<file path="config.mk">
export PLATFORM = sky130hd
export DESIGN_NAME = operand_deserializer
export DESIGN_NICKNAME = d
export VERILOG_FILES = /design/src/rtl/operand_deserializer.sv
export SDC_FILE = /design/constraint.sdc
export NUM_CORES = 1
export LEC_CHECK = 0
export CAP_MARGIN = 20
export CORE_ASPECT_RATIO = 1.1
export CORE_UTILIZATION = 48
export CTS_CLUSTER_SIZE = 28
export DETAILED_ROUTE_END_ITERATION = 12
export PLACE_DENSITY = 0.81
export REMOVE_ABC_BUFFERS = 1
export SLEW_MARGIN = 5
export SYNTH_ARGS = -nofsm -noshare
export SYNTH_HDL_FRONTEND = slang
export SYNTH_SLANG_ARGS = --single-unit
export TNS_END_PERCENT = 10
</file>
<file path="constraint.sdc">
create_clock -name clk -period 1.95 [get_ports clk]
set_clock_uncertainty 0.1 [all_clocks]
set_input_delay 0.195 -clock clk [delete_from_list [all_inputs] [get_ports clk]]
set_output_delay 0.195 -clock clk [all_outputs]
set_load 0.02 [all_outputs]
</file>
<file path="src/rtl/operand_deserializer.sv">
// operand_deserializer
// Receive side of the operand serial link feeding the matrix-multiply datapath.
// Collects N_ELEM (A,B) element beats, framed by in_first on element 0, into
// packed parallel vectors and presents each finished frame on a valid/ready
// output. Framing violations (resync on a new first marker, orphan beats)
// raise a one-cycle frame_err pulse.
//
// Element k of a frame lands in bits [k*DATA_W +: DATA_W] of out_a/out_b.
// While a completed frame waits for the consumer, the earlier beats of the
// next frame are still accepted; only the completing beat is stalled.

module operand_deserializer #(
  parameter int DATA_W = 8,
  parameter int N_ELEM = 4   // legal range 1..16
) (
  input  logic                     clk,
  input  logic                     reset,
  input  logic                     in_valid,
  input  logic                     in_first,
  input  logic [DATA_W-1:0]        in_a,
  input  logic [DATA_W-1:0]        in_b,
  output logic                     in_ready,
  output logic                     out_valid,
  input  logic                     out_ready,
  output logic [N_ELEM*DATA_W-1:0] out_a,
  output logic [N_ELEM*DATA_W-1:0] out_b,
  output logic                     frame_err
);

  localparam int IDX_W = $clog2(N_ELEM) + 1;
  localparam int VEC_W = N_ELEM * DATA_W;
  localparam logic [IDX_W-1:0] IDX_ZERO = {IDX_W{1'b0}};
  localparam logic [IDX_W-1:0] IDX_ONE  = IDX_W'(1);
  localparam logic [IDX_W-1:0] IDX_LAST = IDX_W'(N_ELEM - 1);

  // Registered state
  logic [IDX_W-1:0] idx_r;
  logic [VEC_W-1:0] asm_a_r;
  logic [VEC_W-1:0] asm_b_r;
  logic [VEC_W-1:0] out_a_r;
  logic [VEC_W-1:0] out_b_r;
  logic             out_valid_r;
  logic             frame_err_r;

  // Beat classification
  logic at_first_s;
  logic at_last_s;
  logic in_ready_s;
  logic acc_s;
  logic normal_s;
  logic resync_s;
  logic orphan_s;
  logic complete_s;

  // Assembly vectors with the current beat merged in
  logic [VEC_W-1:0] merged_a_s;
  logic [VEC_W-1:0] merged_b_s;
  logic [VEC_W-1:0] restart_a_s;
  logic [VEC_W-1:0] restart_b_s;

  // Next-state values
  logic [IDX_W-1:0] idx_nxt_s;
  logic [VEC_W-1:0] asm_a_nxt_s;
  logic [VEC_W-1:0] asm_b_nxt_s;
  logic [VEC_W-1:0] out_a_nxt_s;
  logic [VEC_W-1:0] out_b_nxt_s;
  logic             out_valid_nxt_s;
  logic             frame_err_nxt_s;

  // Classify the incoming beat; in_ready depends only on registers and out_ready
  always_comb begin
    at_first_s = (idx_r == IDX_ZERO);
    at_last_s  = (idx_r == IDX_LAST);
    // Only the completing beat must wait for the held frame to drain.
    in_ready_s = !(at_last_s && out_valid_r && !out_ready);
    acc_s      = in_valid && in_ready_s;
    // Expected framing: first marker exactly on slot 0.
    normal_s   = acc_s && (in_first == at_first_s);
    resync_s   = acc_s && in_first && !at_first_s;
    orphan_s   = acc_s && !in_first && at_first_s;
    complete_s = normal_s && at_last_s;
  end

  // Build the assembly vector with the current beat written to slot idx, and
  // the restart vector used when a resync beat begins a fresh frame at slot 0
  always_comb begin
    merged_a_s  = asm_a_r;
    merged_b_s  = asm_b_r;
    restart_a_s = asm_a_r;
    restart_b_s = asm_b_r;
    for (int k = 0; k < N_ELEM; k++) begin
      merged_a_s[k*DATA_W +: DATA_W]  = (idx_r == IDX_W'(k)) ? in_a : asm_a_r[k*DATA_W +: DATA_W];
      merged_b_s[k*DATA_W +: DATA_W]  = (idx_r == IDX_W'(k)) ? in_b : asm_b_r[k*DATA_W +: DATA_W];
      restart_a_s[k*DATA_W +: DATA_W] = (k == 0) ? in_a : asm_a_r[k*DATA_W +: DATA_W];
      restart_b_s[k*DATA_W +: DATA_W] = (k == 0) ? in_b : asm_b_r[k*DATA_W +: DATA_W];
    end
  end

  // Next index and assembly contents
  always_comb begin
    idx_nxt_s   = idx_r;
    asm_a_nxt_s = asm_a_r;
    asm_b_nxt_s = asm_b_r;
    if (complete_s) begin
      // Frame handed to the output registers; start the next one at slot 0.
      idx_nxt_s   = IDX_ZERO;
      asm_a_nxt_s = merged_a_s;
      asm_b_nxt_s = merged_b_s;
    end else if (normal_s) begin
      idx_nxt_s   = idx_r + IDX_ONE;
      asm_a_nxt_s = merged_a_s;
      asm_b_nxt_s = merged_b_s;
    end else if (resync_s) begin
      // Partial frame abandoned; the new first beat occupies slot 0.
      idx_nxt_s   = IDX_ONE;
      asm_a_nxt_s = restart_a_s;
      asm_b_nxt_s = restart_b_s;
    end else begin
      // Idle, stalled or orphan beat: nothing in the assembly changes.
      idx_nxt_s   = idx_r;
      asm_a_nxt_s = asm_a_r;
      asm_b_nxt_s = asm_b_r;
    end
  end

  // Next output frame, valid flag and error pulse
  always_comb begin
    out_a_nxt_s     = out_a_r;
    out_b_nxt_s     = out_b_r;
    out_valid_nxt_s = out_valid_r;
    frame_err_nxt_s = resync_s || orphan_s;
    if (complete_s) begin
      // A completing beat is only accepted when the output slot is free or
      // draining this cycle, so loading here never overwrites a held frame.
      out_a_nxt_s     = merged_a_s;
      out_b_nxt_s     = merged_b_s;
      out_valid_nxt_s = 1'b1;
    end else if (out_valid_r && out_ready) begin
      // Drained with nothing new: vectors keep their last value.
      out_valid_nxt_s = 1'b0;
    end else begin
      out_valid_nxt_s = out_valid_r;
    end
  end

  // State and output registers with synchronous reset
  always_ff @(posedge clk) begin
    if (reset) begin
      idx_r       <= IDX_ZERO;
      asm_a_r     <= {VEC_W{1'b0}};
      asm_b_r     <= {VEC_W{1'b0}};
      out_a_r     <= {VEC_W{1'b0}};
      out_b_r     <= {VEC_W{1'b0}};
      out_valid_r <= 1'b0;
      frame_err_r <= 1'b0;
    end else begin
      idx_r       <= idx_nxt_s;
      asm_a_r     <= asm_a_nxt_s;
      asm_b_r     <= asm_b_nxt_s;
      out_a_r     <= out_a_nxt_s;
      out_b_r     <= out_b_nxt_s;
      out_valid_r <= out_valid_nxt_s;
      frame_err_r <= frame_err_nxt_s;
    end
  end

  assign in_ready  = in_ready_s;
  assign out_valid = out_valid_r;
  assign out_a     = out_a_r;
  assign out_b     = out_b_r;
  assign frame_err = frame_err_r;

endmodule

</file>
-- After elaboration in Yosys (flattened, before gate mapping)
Cells that the tools add are included.
W data, S select, Z words.
- output and inout port bits: 67
- register bits after elaboration: 133
- input port bits: 21
- logic and storage cells: 53
- reduce and logical (&&, ||, !) cells: 21
- add/sub/neg operators: 1
- muxes and demuxes: 18
- eq/ne operators: 4
- operator list (operator ; number):
    $mux W32 ; 4
    $mux W8 ; 10
    $logic_and A1 B1 Y1 ; 10
    $eq A3 B2 Y1 const B ; 2
    $mux W3 ; 2
    $reduce_bool A2 Y1 ; 3
    $logic_not A1 Y1 ; 4
    $add A3 B1 Y3 const B ; 1
    $eq A3 B1 Y1 const B ; 1
    $logic_not A3 Y1 ; 1
    $reduce_bool A3 Y1 ; 1
    $mux W1 ; 2
    $reduce_or A2 Y1 ; 1
    $eq A1 B1 Y1 ; 1
    $logic_or A1 B1 Y1 ; 1

-- Logic depth before layout (Yosys ltp)
Gate-level depths: netlist of run 1.
- depth in word-level cells: 10
- gate-level depth with buffers: 9
- gate-level depth less buffers: 6

-- Worst setup path after synthesis of run 1
OpenSTA, ideal clock, no wires.
- kind: flip-flop to flip-flop
- start point: register idx_r[0]
- end point: register idx_r[1]
- data arrival time: 1893 ps
- library setup time: 79 ps
- cell stages (with the launch flop): 10
- required time: 1771 ps
- slack: -123 ps
- buffers on the path: 3
- period minus slack after synthesis: 2073 ps
- cells stage by stage: dfxtp_1 -> ha_1 -> ha_1 -> buf_2 -> nand3b_2 -> and2_1 -> buf_2 -> buf_1 -> nand3_1 -> a211oi_2
- word-level cells in the longest chain between the ends: 8
- elaborated cells on any way between the ends: 16
- those cells by class: add/sub (1); eq/ne (2); mux (1); reduce/logical (12)
- ends and longest elaborated chain (what ; RTL line ; source):
    from (decl) ; 37 ; logic [IDX_W-1:0] idx_r;
    from (signal assigned) ; 157 ; idx_r <= idx_nxt_s;
    $eq A3 B2 Y1 (*) ; 73 ; at_last_s = (idx_r == IDX_LAST);
    $logic_and A1 B1 Y1 (*) (2 in a row) ; 75 ; in_ready_s = !(at_last_s && out_valid_r && !out_ready);
    $logic_not A1 Y1 (*) ; 75 ;
    via in_ready ; 22 ; output logic in_ready,
    $logic_and A1 B1 Y1 (*) ; 76 ; acc_s = in_valid && in_ready_s;
    $logic_and A1 B1 Y1, on equally long branches ; 79, 78 ;
    $logic_and A1 B1 Y1, on equally long branches ; 79, 81 ;
    $reduce_bool A2 Y1 (no line) / $reduce_or A2 Y1 (equally long branches) ; n/a ;
Mark *: on every way through the listed nets, which the timed path passes. The rest lies on a longest branch.
A chain may end at the register's enable or synchronous reset.

-- Worst setup path in the final report of run 1
- start point: register idx_r[0]
- end point: register asm_b_r[14]
- word-level cells in the longest chain between the ends: 8
- elaborated cells on any way between the ends: 14
- those cells by class: eq/ne (3); mux (3); reduce/logical (8)
- ends and longest elaborated chain (what ; RTL line ; source):
    $eq A3 B2 Y1 ; 73 ;
    $logic_and A1 B1 Y1 (2 in a row) ; 75 ;
    $logic_not A1 Y1 ; 75 ;
    $logic_and A1 B1 Y1 ; 76 ;
    $logic_and A1 B1 Y1 ; 78 ; normal_s = acc_s && (in_first == at_first_s);
    $logic_and A1 B1 Y1 ; 81 ; complete_s = normal_s && at_last_s;
    $mux W32 / $reduce_bool A2 Y1 (equally long branches) ; n/a ;
    to (signal assigned) ; 151 ; asm_b_r <= {VEC_W{1'b0}};
    to (signal assigned) ; 159 ; asm_b_r <= asm_b_nxt_s;
    to (decl) ; 39 ; logic [VEC_W-1:0] asm_b_r;
Parallel ways exist; a longest one is shown, timed or not. The select of a mux whose other input is x is not followed.

==> flow_metrics.tcl, run 1 <==
set metrics [dict create \
    violations "setup timing" \
    min_path_cells 2 \
    critical_path_class "reg -> reg" \
    avgViaCountPerCell 5.91 \
    drt_pass1_iterations 5 \
    clkLatencyLatePin_ns 0.42 \
    whs_ns 0.292 \
    clock_sinks 117 \
    p_leak_nw 2.81 \
    crit_fanout 7 \
    htree_num_levels 4 \
    ys.warnings.count 0 \
    endpoint_kind "register" \
    synthesis.area_um2 5510 \
    cts_root_buffer "clkbuf_16" \
    dp_hpwl_um 9370 \
    critPathLaunch "idx_r[0]" \
    antenna_found_initial 0 \
    drc 0 \
    io_pins 88 \
    yosys-top-cells-count "dfxtp_1 (117), mux2i_1 (80), nand2b_1 (65)" \
    gp_congestion 0.784 \
    ctsHoldBuffers 0 \
    wl_met2_um 8030 \
    fin_util 0.694 \
    antennaDiodeCount 0 \
    synth_flop_cell "dfxtp_1" \
    slew-limit-headroom 0.477 \
    postPlaceCellArea_um2 6710 \
    nNetsFinal 654 \
    syn_inst 514 \
    synth-seq-cells 117 \
    grt_max_degree 82 \
    r2r_cells 11 \
    area_growth_pct 39.4 \
    start_util 0.498 \
    hold_path_class "in -> reg" \
    tns_ns -3.93 \
    die_w_um 104 \
    power_frac_clock 0.475 \
    rsz0062_at_grt "true" \
    num_vias 4641 \
    internal_power_mw 4.74 \
    max_freq_mhz 488 \
    dr_wl_met3_um 825 \
    swShare 0.247 \
    yosysSeqAreaShare 0.425 \
    cp.required_ns 2.17 \
    synth_edf_count 0 \
    portBuffers 87 \
    comb_power_share 0.136 \
    rrSetupSlack_ns -0.1 \
    cts_tree "yes" \
    fp.dieH_um 114 \
    r2r_start "idx_r[0]" \
    p_sw_mw 1.56 \
    cap_violations 0 \
    wl_per_cell_um 21.0 \
    hold_viol 0 \
    ir_drop_mv 0.493 \
    crit_path_start_kind "register" \
    hp-start "reset" \
    setup_violations 96 \
    grt_pass1_wl_um 23700 \
    yosysTopAreaCell "dfxtp_1" \
    design.core.area_um2 11100 \
    ant_nets 0 \
    preCtsSetupSlack_ns -0.0419 \
    async_flop_share 0 \
    overflow 0 \
    cts.clk_slew.worst_paths_ns 0.06 \
    drive_above_1_share 0.290 \
    worstPathArrival_ns 2.27 \
    grt_usage 0.255 \
    synth_cell_types 34 \
    dr.max_layer_used "met4" \
    std_cell_rows 40 \
    status "finished, violations left" \
    cts_buffer_depth 2 \
    min_to "out_a[5]" \
    dieArea_um2 11900 \
    period_needed_ns 2.05 \
    met1_length_um 7240 \
    tightest_slew_ns 0.784 \
    worst_slack_ns -0.0994 \
    drt_iter0_markers 240 \
    powerDensity_nw_per_um2 821 \
    drt-total-wl_um 16500 \
    maxSlewViolCount 0 \
    design_area_um2 7670 \
    yosysMostFrequentCell "dfxtp_1" \
    finalCritPeriodShare 1.05 \
    synth_top_area_share 0.425 \
    cts_buffers 17 \
    r2r_end "asm_b_r[14]" \
    grt_pass1_vias 4595 \
    p_seq_frac 0.389 \
    avgSynthCellArea_um2 10.7 \
    synthTopCellsByArea "dfxtp_1 (43%), mux2i_1 (15%), a211oi_2 (11%)" \
]
-- final cells by class --
type	count	area (um2)
clock buffer	25	515
clock inverter	4	45.0
fill	773	3390
inverter	4	20.0
multi-input combinational	336	2930
sequential	117	2340
tap	147	184
timing repair buffer	152	1630
-- cell families (layout without fill, tap and decap cells) --
| logic type | Yosys count | after routing | synth area share |
|---|---|---|---|
| buffers and inverters | 61 | 185 | 0.0591 |
| muxes | 80 | 80 | 0.145 |
| xor gates and xnor gates | 2 | 2 | 0.00796 |
| and+or+nand+nor | 115 | 115 | 0.146 |
| AOI/OAI and AO/OA | 134 | 134 | 0.204 |
| adders and majority gates | 5 | 5 | 0.0114 |
| DFF | 117 | 117 | 0.425 |
-- state kept, by name (all words and copies together) (netlist names) --
name       flops
out_b         32
out_valid      1
out_a         32
asm_b_r       24
frame_err      1
idx_r          3
asm_a_r       24
-- how the worst max path moves through the flow --
| stage | cells after the start | endpoint | slack, ns |
|---|---|---|---|
| after global placement | 8 | out_a[26] | 0.01 |
| after detailed placement | 8 | out_a[29] | -0.04 |
| final | 11 | asm_b_r[14] | -0.1 |
| after floorplan | 5 | out_a[31] | -3.94 |
| after CTS | 8 | out_a[2] | -0.03 |
| after global routing | 11 | asm_b_r[14] | -0.15 |
-- cell usage in the layout (no fill, tap or decap), types with 2 or more instances in the layout --
cell type / instances
dfxtp_1: 115
clkdlybuf4s50_1: 85
mux2i_1: 80
nand2b_1: 65
a211oi_2: 51
a31oi_1: 48
buf_4: 36
clkbuf_16: 21
o21ai_0: 18
nand3b_1: 16
buf_6: 13
or4_4: 12
o21ai_2: 10
buf_12: 8
o21ai_1: 6
clkbuf_8: 6
or4_1: 4
nand3_1: 3
ha_1: 3
clkinv_2: 3
buf_8: 3
inv_1: 2
inv_4: 2
nor2b_2: 2
or3_1: 2
clkbuf_1: 2
dfxtp_2: 2
buf_16: 2
-- timing repair --
action	CTS	global route
setup buffers	2	9
pin swaps	0	10
cloned	1	6
endpoints found under the setup margin	59	82
gates resized for setup	12	34
-- metal layers --
metal,vias up,GRT usage
met5,-,0
met1,2322,0.311
met2,163,0.437
met4,0,0.102
met3,39,0.0586
li1,2117,-
-- critical path, cell delays in order, from the launching register on --
cell,delay (ns)
dfxtp_2,0.32
buf_6,0.12
inv_4,0.07
ha_4,0.13
nor2b_4,0.18
buf_4,0.17
xnor2_4,0.13
buf_12,0.15
buf_6,0.11
nand3_4,0.10
buf_6,0.17
mux2i_1,0.22
-- per-stage QoR --
step | total power, mW | instances
2_1_floorplan | 2.84 | 457
3_3_place_gp | 3.18 | 738
3_5_place_dp | 3.19 | 738
4_1_cts | 6.16 | 770
5_1_grt | 6.46 | 785
6_report | 6.30 | 785
-- power by group through the flow --
stage	Sequential [mW]	Clock, mW	Combinational [mW]
4_1_cts	2.45	2.98	0.728
3_3_place_gp	2.50	0	0.678
2_1_floorplan	2.51	0	0.337
3_5_place_dp	2.50	0	0.693
6_report	2.45	2.99	0.857
5_1_grt	2.46	3.11	0.892
Power figures use the tool's default switching activity.
==> inputs of run 2 (changes only) <==
--- a/config.mk
+++ b/config.mk
@@ -10,6 +10,7 @@
 export CORE_UTILIZATION = 48
 export CTS_CLUSTER_SIZE = 28
 export DETAILED_ROUTE_END_ITERATION = 12
+export GPL_TIMING_DRIVEN = 1
 export PLACE_DENSITY = 0.81
 export REMOVE_ABC_BUFFERS = 1
 export SLEW_MARGIN = 5
==> results of run 2 <==
Final layout, timing and power as in run 1 (identical DEF).
==> RTL change, RTL diff (config.mk and constraints of run 2) <==
Make the reset (`reset`) asynchronous in one clocked block. Comments in the files are not updated.
--- a/src/rtl/operand_deserializer.sv
+++ b/src/rtl/operand_deserializer.sv
@@ -146,3 +146,3 @@
   // State and output registers with synchronous reset
-  always_ff @(posedge clk) begin
+  always_ff @(posedge clk or posedge reset) begin
     if (reset) begin
Behaviour: differs if reset is asserted again (counterexample within 4 cycles, from zero or initial values and one cycle with reset high); with reset held inactive, the same outputs for 10 cycles.
==> RTL change against run 2 <==
The run still ends with setup timing left; cell area grew 0.34%; worst setup slack got worse by 0.12 ns; non-clock buffer count grew 1; wire length shrank 1.7%; first-iteration DRC count rose by 47%; sequential share of layout area grew 7.5 points; area after synthesis is 4.5% lower; sequential cell count did not move.
Power is not compared: it rests on default switching activity, and its combinational part moved more than twofold at a synthesized area within 25%.
==> RTL change: results <==
metrics = {
    "run_status": {
        "outcome": "finished, violations left",
        "violations": "setup timing",
    },
    "logic_synthesis": {
        "yosys-top-cells-area": "dfrtp_1 (56%), mux2_2 (13%), a21oi_1 (6.1%), mux2i_1 (6.1%), nor4_1 (1.9%)",
        "yosysSeqAreaShare_pct": 55.7,
        "synthCells": 425,
        "synth-xor-area-share_pct": 0.167,
        "synth_compound_area_share_pct": 13.3,
        "synth-adder-area-share_pct": 1.19,
        "synthArstFlopShare_pct": 100,
        "synth_commonest_cells": "dfrtp_1 (117), a21oi_1 (64), mux2_2 (62)",
        "synth_top_family_by_area": "multiplexers",
    },
    "setup_path": {
        "reg2reg_from": "idx_r[1]",
        "path_max_fanout": 12,
        "r2r_end": "out_a[0]",
        "r2r_cells": 9,
    },
    "drt": {
        "wl_mm": 16.2,
        "drt_iter0_markers": 352,
        "post_drt_wl_per_cell_um": 22.7,
    },
    "timing": {
        "worst_slew_pin_slew_ns": 0.418,
        "setup_viol": 103,
        "fin_ws_ns": -0.221,
    },
    "global_route": {
        "grt_pass1_vias": 4531,
        "grt_usage_pct": 28.6,
        "grt_pass1_wl_mm": 24.3,
    },
    "placed_design": {
        "hpwlAfterDp_mm": 8.87,
    },
    "cells_and_area": {
        "final_layout_size_suffix_gt1_share_pct": 34.9,
    },
}
RTL change: power by group through the flow:
stage	registers, mW	clock network [mW]	logic [mW]
global placement	4.12	0	5.63
CTS	4.17	3.12	6.24
detailed placement	4.17	0	5.82
global route	4.35	3.25	7.26
finish	4.23	3.12	6.89
floorplan	4.87	0	2.43
RTL change: worst max-delay path by stage:
stage,endpoint,start,slack [ns],cells past startpoint
CTS,out_a[29],idx_r[0],-0.04,7
global route,out_b[5],idx_r[0],-0.28,9
floorplan,out_a[24],idx_r[0],-2.16,6
global placement,out_a[1],in_first,-0.15,5
detailed placement,out_a[7],idx_r[1],-0.38,6
finish,out_a[0],idx_r[1],-0.22,9
RTL change: logic make-up after synthesis:
| kind of cell | Yosys count |
|---|---|
| AO/OA/AOI/OAI | 110 |
| XOR/XNOR | 1 |
| adder cells (fa/ha/maj) | 5 |
| buffers and inverters | 42 |
| flip-flops | 117 |
| multiplexers | 96 |
| AND/OR/NAND/NOR | 54 |
RTL change: worst max-delay path, cell delays in order (launching register included):
cell and delay, ns:
dfrtp_1 0.44, ha_2 0.25, ha_4 0.17, nand2_4 0.05, buf_6 0.12, buf_4 0.14
buf_4 0.19, nor4_1 0.26, o21ai_0 0.17, o221a_1 0.15
RTL change: through the flow:
| step | hold slack (ns) | instance area, sq um |
|---|---|---|
| finish | 0.0583 | 7700 |
| global route | 0.0995 | 7700 |
| CTS | 0.0740 | 7360 |
| detailed placement | 0.385 | 6570 |
| global placement | 0.369 | 6570 |
| floorplan | 0.230 | 5040 |
RTL change: metal layers:
metal | GRT usage (%) | share of wire, %
met1 | 35.5 | 41
met4 | 13.0 | 3.5
met5 | 0 | 0
met2 | 46.7 | 49
met3 | 7.09 | 6.2
RTL change: cell type report:
cell class | instances | area, sq um
Clock buffer | 22 | 454
Sequential cell | 117 | 2930
Timing Repair Buffer | 153 | 1560
Fill cell | 670 | 2840
Tap cell | 143 | 179
Inverter | 4 | 17.5
Clock inverter | 9 | 129
Multi-Input combinational cell | 266 | 2430
RTL change: repair_timing:
| action | CTS | global route |
|---|---|---|
| buffers inserted | 8 | 6 |
| pin swaps | 22 | 3 |
| gates resized for setup | 36 | 60 |
| gates cloned | 1 | 2 |
| setup endpoints to repair | 84 | 108 |
